==> src/rtl/mult_share_arb_if.sv <==
// Requester and multiplier-side bus of the shared multiplier arbiter.
interface mult_share_arb_if #(
  parameter int unsigned N_REQ = 4,
  parameter int unsigned ID_W  = 2,
  parameter int unsigned W     = 8
);
  logic [N_REQ-1:0]   req;
  logic [N_REQ*W-1:0] req_a;
  logic [N_REQ*W-1:0] req_b;
  logic [N_REQ-1:0]   gnt;
  logic [W-1:0]       mul_a;
  logic [W-1:0]       mul_b;
  logic [2*W-1:0]     mul_p;
  logic               res_valid;
  logic [ID_W-1:0]    res_id;
  logic [2*W-1:0]     res_p;

  // Environment side: requesters plus the external multiplier
  modport master (
    output req, req_a, req_b, mul_p,
    input  gnt, mul_a, mul_b, res_valid, res_id, res_p
  );

  // Arbiter side
  modport slave (
    input  req, req_a, req_b, mul_p,
    output gnt, mul_a, mul_b, res_valid, res_id, res_p
  );
endinterface

==> src/rtl/mult_share_arb.sv <==
// Round-robin arbiter sharing one fixed-latency multiplier among N_REQ requesters,
// with an ID tag pipe aligned to the multiplier and a hold/drain quiesce FSM.
module mult_share_arb #(
  parameter int unsigned N_REQ   = 4,
  parameter int unsigned ID_W    = 2,
  parameter int unsigned W       = 8,
  parameter int unsigned MUL_LAT = 1
) (
  input  logic                 clk,
  input  logic                 reset,
  input  logic                 hold,
  mult_share_arb_if.slave      bus,
  output logic                 busy,
  output logic                 idle,
  output logic [15:0]          op_cnt
);
  localparam int unsigned CNT_W = 16;

  typedef enum logic [1:0] {RUN, DRAIN, HALT} state_t;
  typedef struct packed {
    logic            vld;
    logic [ID_W-1:0] id;
  } tag_t;

  state_t          state_q, state_d;
  logic [ID_W-1:0] ptr_q;
  tag_t            tag_q [MUL_LAT];
  logic            gnt_en;
  logic            gnt_any;
  logic [ID_W-1:0] gnt_id;
  logic [N_REQ-1:0] gnt_vec;
  int unsigned     idx;
  logic            pipe_busy;
  logic [W-1:0]    a_arr [N_REQ];
  logic [W-1:0]    b_arr [N_REQ];

  for (genvar g = 0; g < N_REQ; g++) begin : g_unpack
    assign a_arr[g] = bus.req_a[g*W +: W];
    assign b_arr[g] = bus.req_b[g*W +: W];
  end

  // Round-robin search starting at ptr; drives grant and multiplier operands
  always_comb begin
    gnt_en  = !reset && (state_q == RUN) && !hold;
    gnt_any = 1'b0;
    gnt_id  = '0;
    gnt_vec = '0;
    idx     = 0;
    for (int unsigned k = 0; k < N_REQ; k++) begin
      idx = 32'(ptr_q) + k;
      if (idx >= N_REQ) idx = idx - N_REQ;
      if (gnt_en && !gnt_any && bus.req[ID_W'(idx)]) begin
        gnt_any = 1'b1;
        gnt_id  = ID_W'(idx);
      end
    end
    gnt_vec[gnt_id] = gnt_any;
    bus.gnt   = gnt_vec;
    bus.mul_a = gnt_any ? a_arr[gnt_id] : '0;
    bus.mul_b = gnt_any ? b_arr[gnt_id] : '0;
  end

  // Any tag stage still carrying a live operation
  always_comb begin
    pipe_busy = 1'b0;
    for (int unsigned i = 0; i < MUL_LAT; i++) pipe_busy = pipe_busy | tag_q[i].vld;
  end

  assign busy = pipe_busy | bus.res_valid;
  assign idle = (state_q == HALT);

  // Quiesce FSM next state; releasing hold always wins over drain completion
  always_comb begin
    state_d = state_q;
    case (state_q)
      RUN:     if (hold) state_d = DRAIN;
      DRAIN:   if (!hold) state_d = RUN;
               else if (!busy) state_d = HALT;
      HALT:    if (!hold) state_d = RUN;
      default: state_d = RUN;
    endcase
  end

  // State register and round-robin pointer
  always_ff @(posedge clk) begin
    if (reset) begin
      state_q <= RUN;
      ptr_q   <= '0;
    end else begin
      state_q <= state_d;
      if (gnt_any) ptr_q <= (gnt_id == ID_W'(N_REQ - 1)) ? '0 : gnt_id + ID_W'(1);
    end
  end

  // Tag pipe travelling alongside the multiplier
  always_ff @(posedge clk) begin
    if (reset) begin
      for (int unsigned i = 0; i < MUL_LAT; i++) tag_q[i] <= '0;
    end else begin
      tag_q[0] <= '{vld: gnt_any, id: gnt_id};
      for (int unsigned i = 1; i < MUL_LAT; i++) tag_q[i] <= tag_q[i-1];
    end
  end

  // Result register; id/product hold when nothing returns
  always_ff @(posedge clk) begin
    if (reset) begin
      bus.res_valid <= 1'b0;
      bus.res_id    <= '0;
      bus.res_p     <= '0;
    end else begin
      bus.res_valid <= tag_q[MUL_LAT-1].vld;
      if (tag_q[MUL_LAT-1].vld) begin
        bus.res_id <= tag_q[MUL_LAT-1].id;
        bus.res_p  <= bus.mul_p;
      end
    end
  end

  // Grant counter, wraps naturally
  always_ff @(posedge clk) begin
    if (reset)        op_cnt <= '0;
    else if (gnt_any) op_cnt <= op_cnt + CNT_W'(1);
  end
endmodule

==> src/flat_wrapper.sv <==
// flat-port wrapper written by rule: the top's interface ports become plain ports
module mult_share_arb_flat 
#(
  parameter int unsigned N_REQ   = 4,
  parameter int unsigned ID_W    = 2,
  parameter int unsigned W       = 8,
  parameter int unsigned MUL_LAT = 1
)
  (clk, reset, hold, busy, idle, op_cnt, bus_req, bus_req_a, bus_req_b, bus_mul_p, bus_gnt, bus_mul_a, bus_mul_b, bus_res_valid, bus_res_id, bus_res_p);
  mult_share_arb_if #(.N_REQ(N_REQ), .ID_W(ID_W), .W(W)) bus_i ();
  input  logic clk;
  input  logic reset;
  input  logic hold;
  output logic busy;
  output logic idle;
  output logic [15:0] op_cnt;
  input wire logic [$bits(bus_i.req)-1:0] bus_req;
  input wire logic [$bits(bus_i.req_a)-1:0] bus_req_a;
  input wire logic [$bits(bus_i.req_b)-1:0] bus_req_b;
  input wire logic [$bits(bus_i.mul_p)-1:0] bus_mul_p;
  output wire logic [$bits(bus_i.gnt)-1:0] bus_gnt;
  output wire logic [$bits(bus_i.mul_a)-1:0] bus_mul_a;
  output wire logic [$bits(bus_i.mul_b)-1:0] bus_mul_b;
  output wire logic [$bits(bus_i.res_valid)-1:0] bus_res_valid;
  output wire logic [$bits(bus_i.res_id)-1:0] bus_res_id;
  output wire logic [$bits(bus_i.res_p)-1:0] bus_res_p;
  assign bus_i.req = bus_req;
  assign bus_i.req_a = bus_req_a;
  assign bus_i.req_b = bus_req_b;
  assign bus_i.mul_p = bus_mul_p;
  assign bus_gnt = bus_i.gnt;
  assign bus_mul_a = bus_i.mul_a;
  assign bus_mul_b = bus_i.mul_b;
  assign bus_res_valid = bus_i.res_valid;
  assign bus_res_id = bus_i.res_id;
  assign bus_res_p = bus_i.res_p;
  mult_share_arb #(.N_REQ(N_REQ), .ID_W(ID_W), .W(W), .MUL_LAT(MUL_LAT)) u_core (.clk(clk), .reset(reset), .hold(hold), .bus(bus_i), .busy(busy), .idle(idle), .op_cnt(op_cnt));
endmodule
==> config.mk <==
export PLATFORM = sky130hd
export DESIGN_NAME = mult_share_arb_flat
export DESIGN_NICKNAME = d
export VERILOG_FILES = /design/src/rtl/mult_share_arb_if.sv /design/src/rtl/mult_share_arb.sv /design/src/flat_wrapper.sv
export SDC_FILE = /design/constraint.sdc
export NUM_CORES = 1
export LEC_CHECK = 0
export CAP_MARGIN = 40
export CORE_UTILIZATION = 36
export DETAILED_ROUTE_END_ITERATION = 12
export GPL_TIMING_DRIVEN = 0
export PLACE_DENSITY = 0.89
export SYNTH_ARGS = -nofsm -noshare
export SYNTH_HDL_FRONTEND = slang
export SYNTH_SLANG_ARGS = --single-unit
==> constraint.sdc <==
create_clock -name clk -period 2.3 [get_ports clk]
set_input_delay 0.46 -clock clk [delete_from_list [all_inputs] [get_ports clk]]
set_output_delay 0.46 -clock clk [all_outputs]
set_load 0.02 [all_outputs]
**Word level (Yosys, flattened, before mapping)**

Memories as Yosys holds them, arrays and structs flattened.
Index checks and enable logic that the tools add are counted.

- Add/subtract/negate cells: 9
- Magnitude comparators: 11
- Equality and inequality tests: 6
- Muxes and demuxes: 41
- Bitwise operators: 3
- Reductions and logical operators: 18

Operators by type and width:

| operator | number |
|---|---|
| $mux 8 | 6 |
| $bmux 8 s2 | 2 |
| $mux 2 | 13 |
| $add 16x1->16 const B | 1 |
| $lt 2x3->1 const B | 5 |
| $mux 1 | 13 |
| $ge 3x3->1 const B | 4 |
| $logic_and 1x1->1 | 10 |
| $bmux 1 s2 | 4 |
| $sub 2x1->2 const B | 4 |
| $add 2x2->3 const B | 2 |
| $pmux 2 s3 | 1 |
| $logic_not 1->1 | 5 |
| $and 4x4->4 | 1 |
| $eq 2x2->1 const B | 2 |
| $ne 2x2->1 const B | 2 |
| $add 2x1->3 const B | 1 |
| $ge 2x3->1 const B | 1 |
| $mux 3 | 1 |
| $ne 3x3->1 const B | 1 |
| $not 2->3 | 1 |
| $reduce_and 3->1 | 1 |
| $reduce_or 3->1 | 1 |
| $add 2x1->2 const B | 1 |
| other kinds (5) | 5 |

- Flip-flop bits (word level): 39
- Memory bits (writable): 3
- Memories: 1

Memories:

| memory | words | width | rd ports | clocked after memory_dff | write ports | RTL line | source |
|---|---|---|---|---|---|---|---|
| u_core.tag_q | 1 | 3 | 1 | 0 | 1 | mult_share_arb.sv:27 | `tag_t tag_q [MUL_LAT];` |

**Longest topological paths before layout**

Gate-level depths: netlist of the first run.

- Depth in word-level cells: 23
- Gate-level depth with buffers: 9

**Least setup slack after synthesis of the first run**

OpenSTA, ideal clock, no wires.

- Kind: in2out
- From: input port hold
- To: output port bus_mul_a[0]
- Arrival: 2.003 ns
- Data required time: 1.840 ns
- Slack: -0.163 ns
- Stages: 6
- Buffers on the path: 3
- Path through: or4_4 buf_6 or2_1 buf_2 buf_2 o22ai_1

- Word-level cells in the longest chain between the ends: 21
- Elaborated cells on any way between the ends: 25

RTL lines:

| element | RTL line | source |
|---|---|---|
| start: declaration | flat_wrapper.sv:13 | `input logic hold;` |
| $logic_not 1->1 * | mult_share_arb.sv:44 | `gnt_en = !reset && (state_q == RUN) && !hold;` |
| $logic_and 1x1->1 * | mult_share_arb.sv:44 |  |
| $logic_and 1x1->1 | mult_share_arb.sv:52 | `if (gnt_en && !gnt_any && bus.req[ID_W'(idx)]) begin` |
| $mux 1 | mult_share_arb.sv:52 |  |
| $logic_not 1->1 | mult_share_arb.sv:52 |  |
| $logic_and 1x1->1 (2 in series) | mult_share_arb.sv:52 |  |
| $mux 1 | mult_share_arb.sv:52 |  |
| $logic_not 1->1 | mult_share_arb.sv:52 |  |
| $logic_and 1x1->1 (2 in series) | mult_share_arb.sv:52 |  |
| $mux 1 | mult_share_arb.sv:52 |  |
| $logic_not 1->1 | mult_share_arb.sv:52 |  |
| $logic_and 1x1->1 (2 in series) | mult_share_arb.sv:52 |  |
| $mux 2 | mult_share_arb.sv:52 |  |
| $not 2->3 (not written as such) | mult_share_arb.sv:59 | `bus.mul_a = gnt_any ? a_arr[gnt_id] : '0;` |
| $bmux 8 s2 | mult_share_arb.sv:59 |  |
| $mux 8 (not written as such) (2 in series) | mult_share_arb.sv:59 |  |
| $mux 8 * | mult_share_arb.sv:59 |  |
| end: declaration | flat_wrapper.sv:22 | `output wire logic [$bits(bus_i.mul_a)-1:0] bus_mul_a;` |

Mark *: on every way between the ends. The rest lies on a longest branch, timed or not. The select of a mux whose other input is x is not followed.

**Worst setup path after layout of the first run**

- From: register u_core.state_q[0]
- To: output port bus_mul_a[7]

- Word-level cells in the longest chain between the ends: 22
- Elaborated cells on any way between the ends: 26

RTL lines:

| element | RTL line | source |
|---|---|---|
| start: declaration | mult_share_arb.sv:25 | `state_t state_q, state_d;` |
| start signal: assignment | mult_share_arb.sv:90 | `state_q <= state_d;` |
| $logic_not 2->1 * | mult_share_arb.sv:44 |  |
| $logic_and 1x1->1 * (2 in series) | mult_share_arb.sv:44 |  |
| $logic_and 1x1->1 | mult_share_arb.sv:52 |  |
| $mux 1 | mult_share_arb.sv:52 |  |
| $logic_not 1->1 | mult_share_arb.sv:52 |  |
| $logic_and 1x1->1 (2 in series) | mult_share_arb.sv:52 |  |
| $mux 1 | mult_share_arb.sv:52 |  |
| $logic_not 1->1 | mult_share_arb.sv:52 |  |
| $logic_and 1x1->1 (2 in series) | mult_share_arb.sv:52 |  |
| $mux 1 | mult_share_arb.sv:52 |  |
| $logic_not 1->1 | mult_share_arb.sv:52 |  |
| $logic_and 1x1->1 (2 in series) | mult_share_arb.sv:52 |  |
| $mux 2 | mult_share_arb.sv:52 |  |
| $not 2->3 (not written as such) | mult_share_arb.sv:59 |  |
| $bmux 8 s2 | mult_share_arb.sv:59 |  |
| $mux 8 (not written as such) (2 in series) | mult_share_arb.sv:59 |  |
| $mux 8 * | mult_share_arb.sv:59 |  |

Marked as above.

==> results of run 1 <==
report_power, final:
| part | internal, W | switching, W | leakage, nW | total (W) |
|---|---|---|---|---|
| combinational | 0.000363 | 0.000279 | 1.27 | 0.000643 |
| clock | 0.000214 | 0.000264 | 0.0483 | 0.000478 |
| sequential | 0.000750 | 0.0000142 | 0.342 | 0.000764 |
| total | 0.00133 | 0.000558 | 1.66 | 0.00188 |
sequential cells by signal, indices dropped and copies added (netlist names):
name and count:
u_core.state_q 2, u_core.op_cnt 16, u_core.bus.res_id 2, u_core.tag_q 3
u_core.bus.res_valid 1, u_core.ptr_q 2, u_core.bus.res_p 16
through the flow:
step	TNS, ns	area (µm²)	hold WS, ns
floorplan	-0.0760	2350	0.438
global placement	-25.04	3870	0.445
detailed placement	-26.42	3870	0.463
CTS	-3.65	4320	0.485
global route	-5.70	4420	0.508
finish	-4.15	4420	0.489
final timing paths:
| check | to | cells past startpoint | from | slack [ns] |
|---|---|---|---|---|
| max reg2reg | u_core.op_cnt[13] | 6 | u_core.state_q[0] | 0.24 |
| min reg2reg | u_core.bus.res_id[0] | 2 | u_core.tag_q[0][0] | 0.49 |
| min | u_core.bus.res_id[0] | 2 | u_core.tag_q[0][0] | 0.49 |
| max | bus_mul_a[7] | 6 | u_core.state_q[0] | -0.24 |
routing by layer:
| metal | part of all wire | track usage | up-vias |
|---|---|---|---|
| li1 | - | - | 1170 |
| met1 | 0.38 | 0.245 | 1162 |
| met2 | 0.55 | 0.451 | 86 |
| met3 | 0.051 | 0.0617 | 13 |
| met4 | 0.018 | 0.0821 | 0 |
| met5 | 0 | 0 | - |
cell usage after synthesis:
cell type	count	share of area
clkbuf_1	6	0.010
nor4_4	2	0.020
o21ai_1	2	0.0046
nor2_1	36	0.062
and2_1	1	0.0029
nand2_1	11	0.019
or2_2	1	0.0029
xnor2_1	4	0.016
nor4_2	1	0.0057
nand3_1	6	0.014
nor2_4	1	0.0052
nor2b_1	4	0.011
xor2_1	9	0.036
nor3_1	3	0.0069
o21ai_0	3	0.0069
o22ai_1	16	0.046
or4_4	1	0.0052
ha_1	2	0.011
or2_1	1	0.0029
o221ai_1	1	0.0040
nor4b_1	1	0.0040
a21oi_1	4	0.0092
o211a_1	1	0.0046
nand2b_1	1	0.0029
and2b_1	3	0.010
nand4_1	4	0.011
buf_2	7	0.016
a21boi_0	1	0.0034
dfxtp_1	42	0.39
inv_1	7	0.012
o32a_1	1	0.0046
mux2i_1	50	0.23
buf_6	1	0.0052
and3_1	3	0.0086
cell type report:
| cell class | count | area (µm²) | area share |
|---|---|---|---|
| Clock inverter | 3 | 18.8 | 0.00425 |
| Tap cell | 72 | 90.1 | 0.0204 |
| Timing Repair Buffer | 165 | 1660 | 0.375 |
| Sequential cell | 42 | 845 | 0.191 |
| Multi-Input combinational cell | 174 | 1600 | 0.362 |
| Inverter | 7 | 26.3 | 0.00595 |
| Clock buffer | 5 | 68.8 | 0.0156 |
| Buffer | 12 | 113 | 0.0255 |
worst max-delay path: cells and delay by family, from the launching register on:
| family | cells | cell delay [ns] |
|---|---|---|
| flops | 1 | 0.33 |
| compound gates | 1 | 0.16 |
| buf+inv | 3 | 0.44 |
| simple gates | 2 | 0.86 |
cell families (layout without fill, tap and decap cells):
logic type	after synthesis	count (layout)	share of synthesized area
buffers and inverters	21	192	0.0436
and+or+nand+nor	80	80	0.194
muxes	50	50	0.229
DFF	42	42	0.386
adders and majority gates	2	2	0.0115
AOI/OAI and AO/OA	29	29	0.0832
xor gates and xnor gates	13	13	0.0522
timing repair:
action | CTS | global route
cloned | 2 | 1
buffers inserted | 15 | 5
setup endpoints to repair | 20 | 20
resized for setup | 188 | 11
hold buffers | 0 | 0
pin swaps | 14 | 7
hold endpoints to repair | 0 | 0
==> summary.txt, run 1 <==
Yosys
  • Instance count of the mapped netlist: 237
  • Number of different library cells in the post-synthesis netlist: 34
  • Synthesized flop and latch total: 42
  • Cell area after technology mapping: 0.00218 mm²
  • Number of nets in the synthesized netlist: 326
  • Syn_area_per_cell: 9.20 µm²
  • Sequential share of the synthesized area: 0.386
  • YS warnings: 0

Timing
  • Transition at the pin with the smallest max-transition slack: 0.661 ns
  • Max-slew violation count: 0
  • Setup slack after layout: -0.245 ns
  • Final setup viols: 20
  • Fmax: 393 MHz
  • Crit path time final: 2.54 ns
  • Worst max-slew margin expressed relative to the limit: 0.559
  • Unrepaired setup endpoints after global routing: yes
  • Hold Vio Cnt, Final: 0
  • Layout Skew: 0.0127 ns
  • Post-route clock period utilization: 1.11

Global routing
  • Vias in the first global route: 2,436
  • Maximum number of pins on one net before global-route repair: 15
  • Wire length of the first global-routing pass: 11.5 mm
  • Global-route usage over all layers: 0.236
  • Total global routing overflow: 0
  • Number of antenna violations at the first check in global routing: 0

Clock tree
  • CTS tree: yes
  • Clock Sinks: 42
  • H-tree level count: 2
  • Later-pin clock latency in the skew report: 0.30 ns
  • Clock edge transition at the registers on the reported setup and hold paths: 0.09 ns
  • Root cell of the clock tree: clkbuf_8
  • Maximum buffer depth of the clock tree: 2
  • Inserted Clock Buffers: 5

Route
  • Drt drc: 0
  • Drt first-iter violations: 50
  • Detailed-route via count: 2,431
  • Total Wirelength: 7.90 mm
  • WL/cell: 16.5 µm
  • Detailed-router iteration count before antenna repair: 4
  • Via density per instance: 5.06
  • Remaining antenna violation count: 0

Finish
  • Relative area change from synthesis to final layout: 103%
  • Finished Core Util: 0.778
  • Fill count: 368
  • Non-filler cells in the finished layout: 480
  • Leading cell type in the layout, fill and taps excluded: clkdlybuf4s50_1
  • Final nets: 496
  • Fraction of final layout cells with drive strength greater than 1: 0.279
  • Number of inserted diodes: 0
  • Commonest non-fill, non-tap cells in the layout: clkdlybuf4s50_1, dfxtp_1, mux2i_1

Power and ir drop
  • Overall power of the completed layout: 0.00188 W
  • Power per cell area: 427 mW/mm²
  • Maximum vdd ir drop: 0.000316 V
  • Leakage power total: 1.66 nW

Placed design
  • Number of cells after detailed placement: 452
  • HPWL after detailed placement: 5.37 mm
  • Quantity of I/O buffers inserted on ports: 143
  • Gpl congestion: 0.805
  • Worst setup slack after placement: -1.29 ns

Outcome
  • Outcome: finished with violations
  • Violated checks: negative setup slack

Setup path
  • Critical Path Sink Type: primary output
  • Crit start category: register
  • Critical path arrival: 2.08 ns
  • Largest fanout on the critical path: 6
  • Required arrival time at the worst endpoint: 1.84 ns
  • Setup CP Type: register to primary output
  • Crit path max-delay cell type: or4_4
  • CP peak stage delay: 0.57 ns
  • Cell Chain, Critical Path: or4_4 -> or2_4 -> buf_8 -> buf_4 -> o22ai_4 -> buf_6

Job
  • Reported max-cap violation count: 0

Die
  • Placeable Area: 0.00568 mm²
  • Width of the die: 79.8 µm
  • Count of boundary I/O pins: 144
  • Effective utilization at floorplan: 0.384
  • Die boundary height: 79.8 µm
  • Total die area: 0.00637 mm²
  • Placement row count: 27

Hold path
  • Path type of the worst min-delay path: register to register
(Power assumes the default switching activity.)
==> inputs of run 2 (changes only) <==
--- a/config.mk
+++ b/config.mk
@@ -9,7 +9,8 @@
 export CORE_UTILIZATION = 36
 export DETAILED_ROUTE_END_ITERATION = 12
 export GPL_TIMING_DRIVEN = 0
-export PLACE_DENSITY = 0.89
+export PLACE_DENSITY = 0.81
+export SLEW_MARGIN = 20
 export SYNTH_ARGS = -nofsm -noshare
 export SYNTH_HDL_FRONTEND = slang
 export SYNTH_SLANG_ARGS = --single-unit
==> run 2 against run 1 <==
The flow still finishes with violations (negative setup slack). Die area unchanged. Final cell count grew 0.21%. Hold slack improved by 0.017 ns. Sequential power barely moved. Register-to-register slack about the same. Combinational power increased by 8.1%. Maximum frequency shrank 0.81%. Clock skew shrank 0.0065 ns. Largest power group unchanged. Critical path type unchanged. Non-clock buffer count up 1.
==> summary.txt, run 2 (synthesized netlist as in run 1, its figures left out) <==
Finish
  • Relative area change from synthesis to final layout: 109%
  • Area occupied by multi-input gates: 0.00164 mm²
  • Non-filler cells in the finished layout: 481
  • Top flop regs: u_core.bus.res_p: 16 flops, u_core.op_cnt: 16 flops, u_core.tag_q: 3 flops
  • Final nets: 497
  • Area taken by flip-flops and latches: 847 µm²
  • Fill count: 322
  • Number of inserted diodes: 0
  • Fraction of final layout cells with drive strength greater than 1: 0.286
  • Commonest non-fill, non-tap cells in the layout: clkdlybuf4s50_1, dfxtp_1, nor2_1
  • Leading cell type in the layout, fill and taps excluded: clkdlybuf4s50_1

Power and ir drop
  • Power per cell area: 434 mW/mm²
  • Cell internal pwr: 0.00138 W
  • Clk network pwr share: 0.261
  • Total net switching power: 0.000595 W
  • Leakage power total: 1.70 nW
  • Register share of total power: 0.387
  • Maximum vdd ir drop: 0.000464 V
  • Combinational power share: 0.352
  • Proportion of total power due to net switching: 0.301

Global routing
  • Total global routing overflow: 0
  • Wire length of the first global-routing pass: 12.0 mm
  • Global-route usage over all layers: 0.253
  • Maximum number of pins on one net before global-route repair: 14
  • Number of antenna violations at the first check in global routing: 0
  • Vias in the first global route: 2,475

Die
  • Die boundary height: 79.8 µm
  • Width of the die: 79.8 µm
  • Placeable Area: 0.00568 mm²
  • Count of boundary I/O pins: 144
  • Effective utilization at floorplan: 0.384
  • Placement row count: 27
  • Total die area: 0.00637 mm²

Setup path
  • CP peak stage delay: 0.37 ns
  • Setup CP Type: register to primary output
  • Destination of the critical timing path: bus_mul_a[0]
  • Crit start category: register
  • R2r setup slk: 0.25 ns
  • Critical path arrival: 2.11 ns
  • Largest fanout on the critical path: 10
  • Number of buffer and inverter stages on the critical path: 3
  • Cell count of the worst reg-to-reg path: 6
  • Most common cell on crit path: buf_6
  • Worst path top cell family by delay: compound AO/OA/AOI/OAI gates
  • Required arrival time at the worst endpoint: 1.84 ns
  • Critical Path Sink Type: primary output
  • Source of the worst register-to-register timing path: u_core.state_q[1]
  • Worst setup path start: u_core.ptr_q[0]
  • Crit path max-delay cell type: dfxtp_2
  • Crit Reg-Reg Endpoint: u_core.op_cnt[15]
  • Cell Chain, Critical Path: inv_1 -> a21oi_1 -> o32a_4 -> buf_6 -> mux2i_1 -> o22ai_4 -> buf_6
  • Crit. path cell count: 7

Clock tree
  • H-tree level count: 2
  • CTS tree: yes
  • Hold bufs inserted after CTS: 0
  • Maximum buffer depth of the clock tree: 2
  • Clock edge transition at the registers on the reported setup and hold paths: 0.08 ns
  • Root cell of the clock tree: clkbuf_8
  • Inserted Clock Buffers: 5
  • Later-pin clock latency in the skew report: 0.30 ns
  • Clock Sinks: 42

Placed design
  • Quantity of I/O buffers inserted on ports: 143
  • Number of cells after detailed placement: 452
  • HPWL after detailed placement: 5.21 mm
  • Gpl congestion: 0.736

Route
  • Detailed-router iteration count before antenna repair: 4
  • Drt drc: 0
  • Total Wirelength: 9.08 mm
  • WL/cell: 18.9 µm
  • Detailed-route via count: 2,496
  • Via density per instance: 5.19
  • Drt first-iter violations: 83
  • Remaining antenna violation count: 0

Hold path
  • Path type of the worst min-delay path: register to register
  • Beginning of the worst hold path: u_core.op_cnt[6]

Timing
  • Fmax: 390 MHz
  • Hold Vio Cnt, Final: 0
  • Post-route clock period utilization: 1.12
  • Max-slew violation count: 0
  • Unrepaired setup endpoints after global routing: yes
  • Transition at the pin with the smallest max-transition slack: 0.687 ns
  • Final setup viols: 19
  • Setup slack after layout: -0.265 ns
  • Worst max-slew margin expressed relative to the limit: 0.542
  • Worst hold-check slack: 0.505 ns
  • Crit path time final: 2.57 ns
  • Layout Skew: 0.00620 ns

Outcome
  • Violated checks: negative setup slack
  • Outcome: finished with violations

Job
  • Reported max-cap violation count: 0
run 2: changes by cell type in the layout (fill, tap and decap cells not counted), sizes merged:
cell / change
clkdlybuf4s15: -1
dlygate4sd2: -1
buf: +5
inv: -1
clkinvlp: +1
clkinv: -1
clkbuf: -1
run 2: routing by layer:
| metal | vias to the layer above | GRT usage | wire length, µm |
|---|---|---|---|
| li1 | 1173 | - | - |
| met1 | 1194 | 0.262 | 3370 |
| met2 | 108 | 0.473 | 4970 |
| met3 | 21 | 0.0617 | 473 |
| met4 | 0 | 0.123 | 268 |
| met5 | - | 0 | 0 |
run 2: power by group through the flow:
stage / Sequential (W) / Combinational (W) / Clock, W
6_report: 0.000764 / 0.000695 / 0.000516
5_1_grt: 0.000766 / 0.000725 / 0.000550
4_1_cts: 0.000762 / 0.000642 / 0.000508
3_5_place_dp: 0.000780 / 0.000516 / 0
3_3_place_gp: 0.000779 / 0.000507 / 0
2_1_floorplan: 0.000798 / 0.000236 / 0
run 2: worst min-delay path by stage:
stage	end	slack [ns]	cells past startpoint
global placement	u_core.state_q[0]	0.46	1
global route	u_core.state_q[1]	0.50	2
CTS	u_core.bus.res_id[1]	0.50	2
finish	u_core.op_cnt[6]	0.51	1
detailed placement	u_core.state_q[0]	0.48	1
floorplan	u_core.state_q[0]	0.44	1
run 2: worst register-to-register path, delay by kind of cell, from the launching register on:
kind          cells  cell delay, ns
buf+inv           1            0.20
xor+xnor          1            0.16
simple gates      4            1.23
flops             1            0.33
run 2: repair_timing:
| action | in CTS | in global routing |
|---|---|---|
| endpoints found under the setup margin | 20 | 20 |
| gates resized for setup | 199 | 21 |
| pin swaps | 16 | 4 |
| cloned | 4 | 0 |
| setup buffers | 16 | 4 |
run 2: area by class of cell:
cell class	count	share of cell area
Timing Repair Buffer	166	0.378
Inverter	7	0.00632
Multi-Input combinational cell	174	0.360
Clock buffer	6	0.0181
Buffer	12	0.0286
Tap cell	72	0.0198
Clock inverter	2	0.00275
Sequential cell	42	0.186
run 2: through the flow:
| stage | power, W | TNS [ns] | setup slack (ns) | utilization | instance area (µm²) |
|---|---|---|---|---|---|
| after detailed placement | 0.00130 | -26.47 | -1.30 | 0.682 | 3870 |
| final | 0.00198 | -4.11 | -0.265 | 0.803 | 4560 |
| after global routing | 0.00204 | -4.95 | -0.357 | 0.803 | 4560 |
| after floorplan | 0.00103 | -0.0760 | -0.0113 | - | 2350 |
| after CTS | 0.00191 | -3.31 | -0.225 | 0.783 | 4440 |
| after global placement | 0.00129 | -25.42 | -1.24 | 0.682 | 3870 |
==> inputs of run 3 (changes only) <==
--- a/config.mk
+++ b/config.mk
@@ -6,10 +6,12 @@
 export NUM_CORES = 1
 export LEC_CHECK = 0
 export CAP_MARGIN = 40
-export CORE_UTILIZATION = 36
+export CELL_PAD_IN_SITES_DETAIL_PLACEMENT = 0
+export CELL_PAD_IN_SITES_GLOBAL_PLACEMENT = 2
+export CORE_UTILIZATION = 19
 export DETAILED_ROUTE_END_ITERATION = 12
 export GPL_TIMING_DRIVEN = 0
-export PLACE_DENSITY = 0.81
+export PLACE_DENSITY_LB_ADDON = 0.1
 export SLEW_MARGIN = 20
 export SYNTH_ARGS = -nofsm -noshare
 export SYNTH_HDL_FRONTEND = slang
==> run 3 against run 2 <==
The run still ends with negative setup slack left. Clock skew grew 0.00097 ns. Final cell count is 16% higher. Combinational power shrank 2%. Critical path type is now input port to primary output.
==> summary.txt, run 3 (synthesized netlist as in run 1, its figures left out) <==
Finish
  • Fill count: 1,105
  • Leading cell type in the layout, fill and taps excluded: clkdlybuf4s50_1
  • Non-filler cells in the finished layout: 556
  • Relative area change from synthesis to final layout: 118%
  • Area occupied by multi-input gates: 0.00164 mm²
  • Fraction of final layout cells with drive strength greater than 1: 0.296
  • Commonest non-fill, non-tap cells in the layout: clkdlybuf4s50_1, dfxtp_1, nor2_1
  • Area taken by flip-flops and latches: 846 µm²
  • Number of inserted diodes: 0
  • Finished Core Util: 0.431
  • Final nets: 504
  • Top flop regs: u_core.bus.res_p: 16 flops, u_core.op_cnt: 16 flops, u_core.tag_q: 3 flops

Die
  • Effective utilization at floorplan: 0.198
  • Die boundary height: 109 µm
  • Count of boundary I/O pins: 144
  • Placement row count: 38
  • Total die area: 0.0119 mm²
  • Width of the die: 109 µm
  • Placeable Area: 0.0110 mm²

Clock tree
  • Clock Sinks: 42
  • Inserted Clock Buffers: 5
  • Later-pin clock latency in the skew report: 0.28 ns
  • Hold bufs inserted after CTS: 0
  • Clock edge transition at the registers on the reported setup and hold paths: 0.06 ns
  • CTS tree: yes
  • H-tree level count: 2
  • Maximum buffer depth of the clock tree: 2
  • Root cell of the clock tree: clkbuf_16

Setup path
  • Source of the worst register-to-register timing path: u_core.state_q[1]
  • Critical path arrival: 2.01 ns
  • Crit start category: input port
  • Worst setup path start: hold
  • Critical Path Sink Type: primary output
  • Largest fanout on the critical path: 6
  • Setup CP Type: input port to primary output
  • Cell count of the worst reg-to-reg path: 14
  • Required arrival time at the worst endpoint: 1.84 ns

Job
  • Reported max-cap violation count: 0

Outcome
  • Outcome: finished with violations
  • Violated checks: negative setup slack

Global routing
  • Global-route usage over all layers: 0.134
  • Maximum number of pins on one net before global-route repair: 13
  • Total global routing overflow: 0
  • Number of antenna violations at the first check in global routing: 0
  • Vias in the first global route: 2,394
  • Wire length of the first global-routing pass: 12.2 mm

Timing
  • Post-route clock period utilization: 1.07
  • Crit path time final: 2.47 ns
  • Max-slew violation count: 0
  • Final setup viols: 21
  • Worst hold-check slack: 0.448 ns
  • Worst max-slew margin expressed relative to the limit: 0.530
  • Hold Vio Cnt, Final: 0
  • Fmax: 405 MHz
  • Transition at the pin with the smallest max-transition slack: 0.705 ns
  • Setup slack after layout: -0.171 ns
  • Unrepaired setup endpoints after global routing: yes
  • Layout Skew: 0.00717 ns

Route
  • Drt drc: 0
  • WL/cell: 14.4 µm
  • Via density per instance: 4.26
  • Drt first-iter violations: 61
  • Total Wirelength: 8.00 mm
  • Detailed-router iteration count before antenna repair: 3
  • Remaining antenna violation count: 0
  • Detailed-route via count: 2,369

Power and ir drop
  • Maximum vdd ir drop: 0.000276 V
  • Power per cell area: 470 mW/mm²
  • Leakage power total: 1.77 nW
  • Overall power of the completed layout: 0.00224 W

Placed design
  • Number of cells after detailed placement: 520
  • HPWL after detailed placement: 5.82 mm
  • Quantity of I/O buffers inserted on ports: 143
  • Gpl congestion: 0.690
  • Worst setup slack after placement: -1.41 ns

Hold path
  • Path type of the worst min-delay path: input port to register
  • Number of stages on the worst hold path: 2
  • Beginning of the worst hold path: hold
## run 3: cell count changes in the layout (fill, tap and decap cells not counted), sizes merged
cell	previous run	this run
clkinv	1	0
bufinv	0	1
clkbuf	11	12
clkinvlp	1	0
buf	54	61
## run 3: final timing paths
check,to,slack (ns)
max,bus_mul_a[4],-0.17
min,u_core.state_q[1],0.45
max reg2reg,u_core.ptr_q[0],-0.05
min reg2reg,u_core.bus.res_id[0],0.49
## run 3: metrics by stage
step	setup TNS (ns)	cell area [µm²]
finish	-2.99	4750
CTS	-3.21	4660
global placement	-28.69	3960
detailed placement	-29.24	3960
global route	-4.19	4750
floorplan	-0.0760	2350
## run 3: power breakdown
part	internal (W)	switching, W
clock	0.000513	0.000277
combinational	0.000399	0.000283
sequential	0.000749	0.0000130
## run 3: timing repair
| action | CTS | global route |
|---|---|---|
| resized for setup | 211 | 11 |
| pin swaps | 16 | 7 |
| buffers inserted | 21 | 5 |
| setup endpoints to repair | 23 | 21 |
| cloned | 4 | 0 |
## run 3: final cells by class
| class | instances | area share |
|---|---|---|
| Timing Repair Buffer | 173 | 0.373 |
| Clock buffer | 7 | 0.0279 |
| Tap cell | 140 | 0.0369 |
| Inverter | 7 | 0.00605 |
| Multi-Input combinational cell | 174 | 0.345 |
| Buffer | 12 | 0.0274 |
| Clock inverter | 1 | 0.00632 |
| Sequential cell | 42 | 0.178 |
## run 3: critical path, stage by stage
cell	delay, ns
buf_2	0.12
or4_4	0.56
or2_4	0.28
buf_8	0.15
buf_12	0.14
o22ai_4	0.14
buf_6	0.14
## run 3: routing by layer
metal,GRT usage,vias to the layer above,wire length [µm]
met4,0.0232,0,46
met5,0,-,0
met1,0.165,1090,3390
met2,0.223,82,3930
li1,-,1190,-
met3,0.0490,7,631
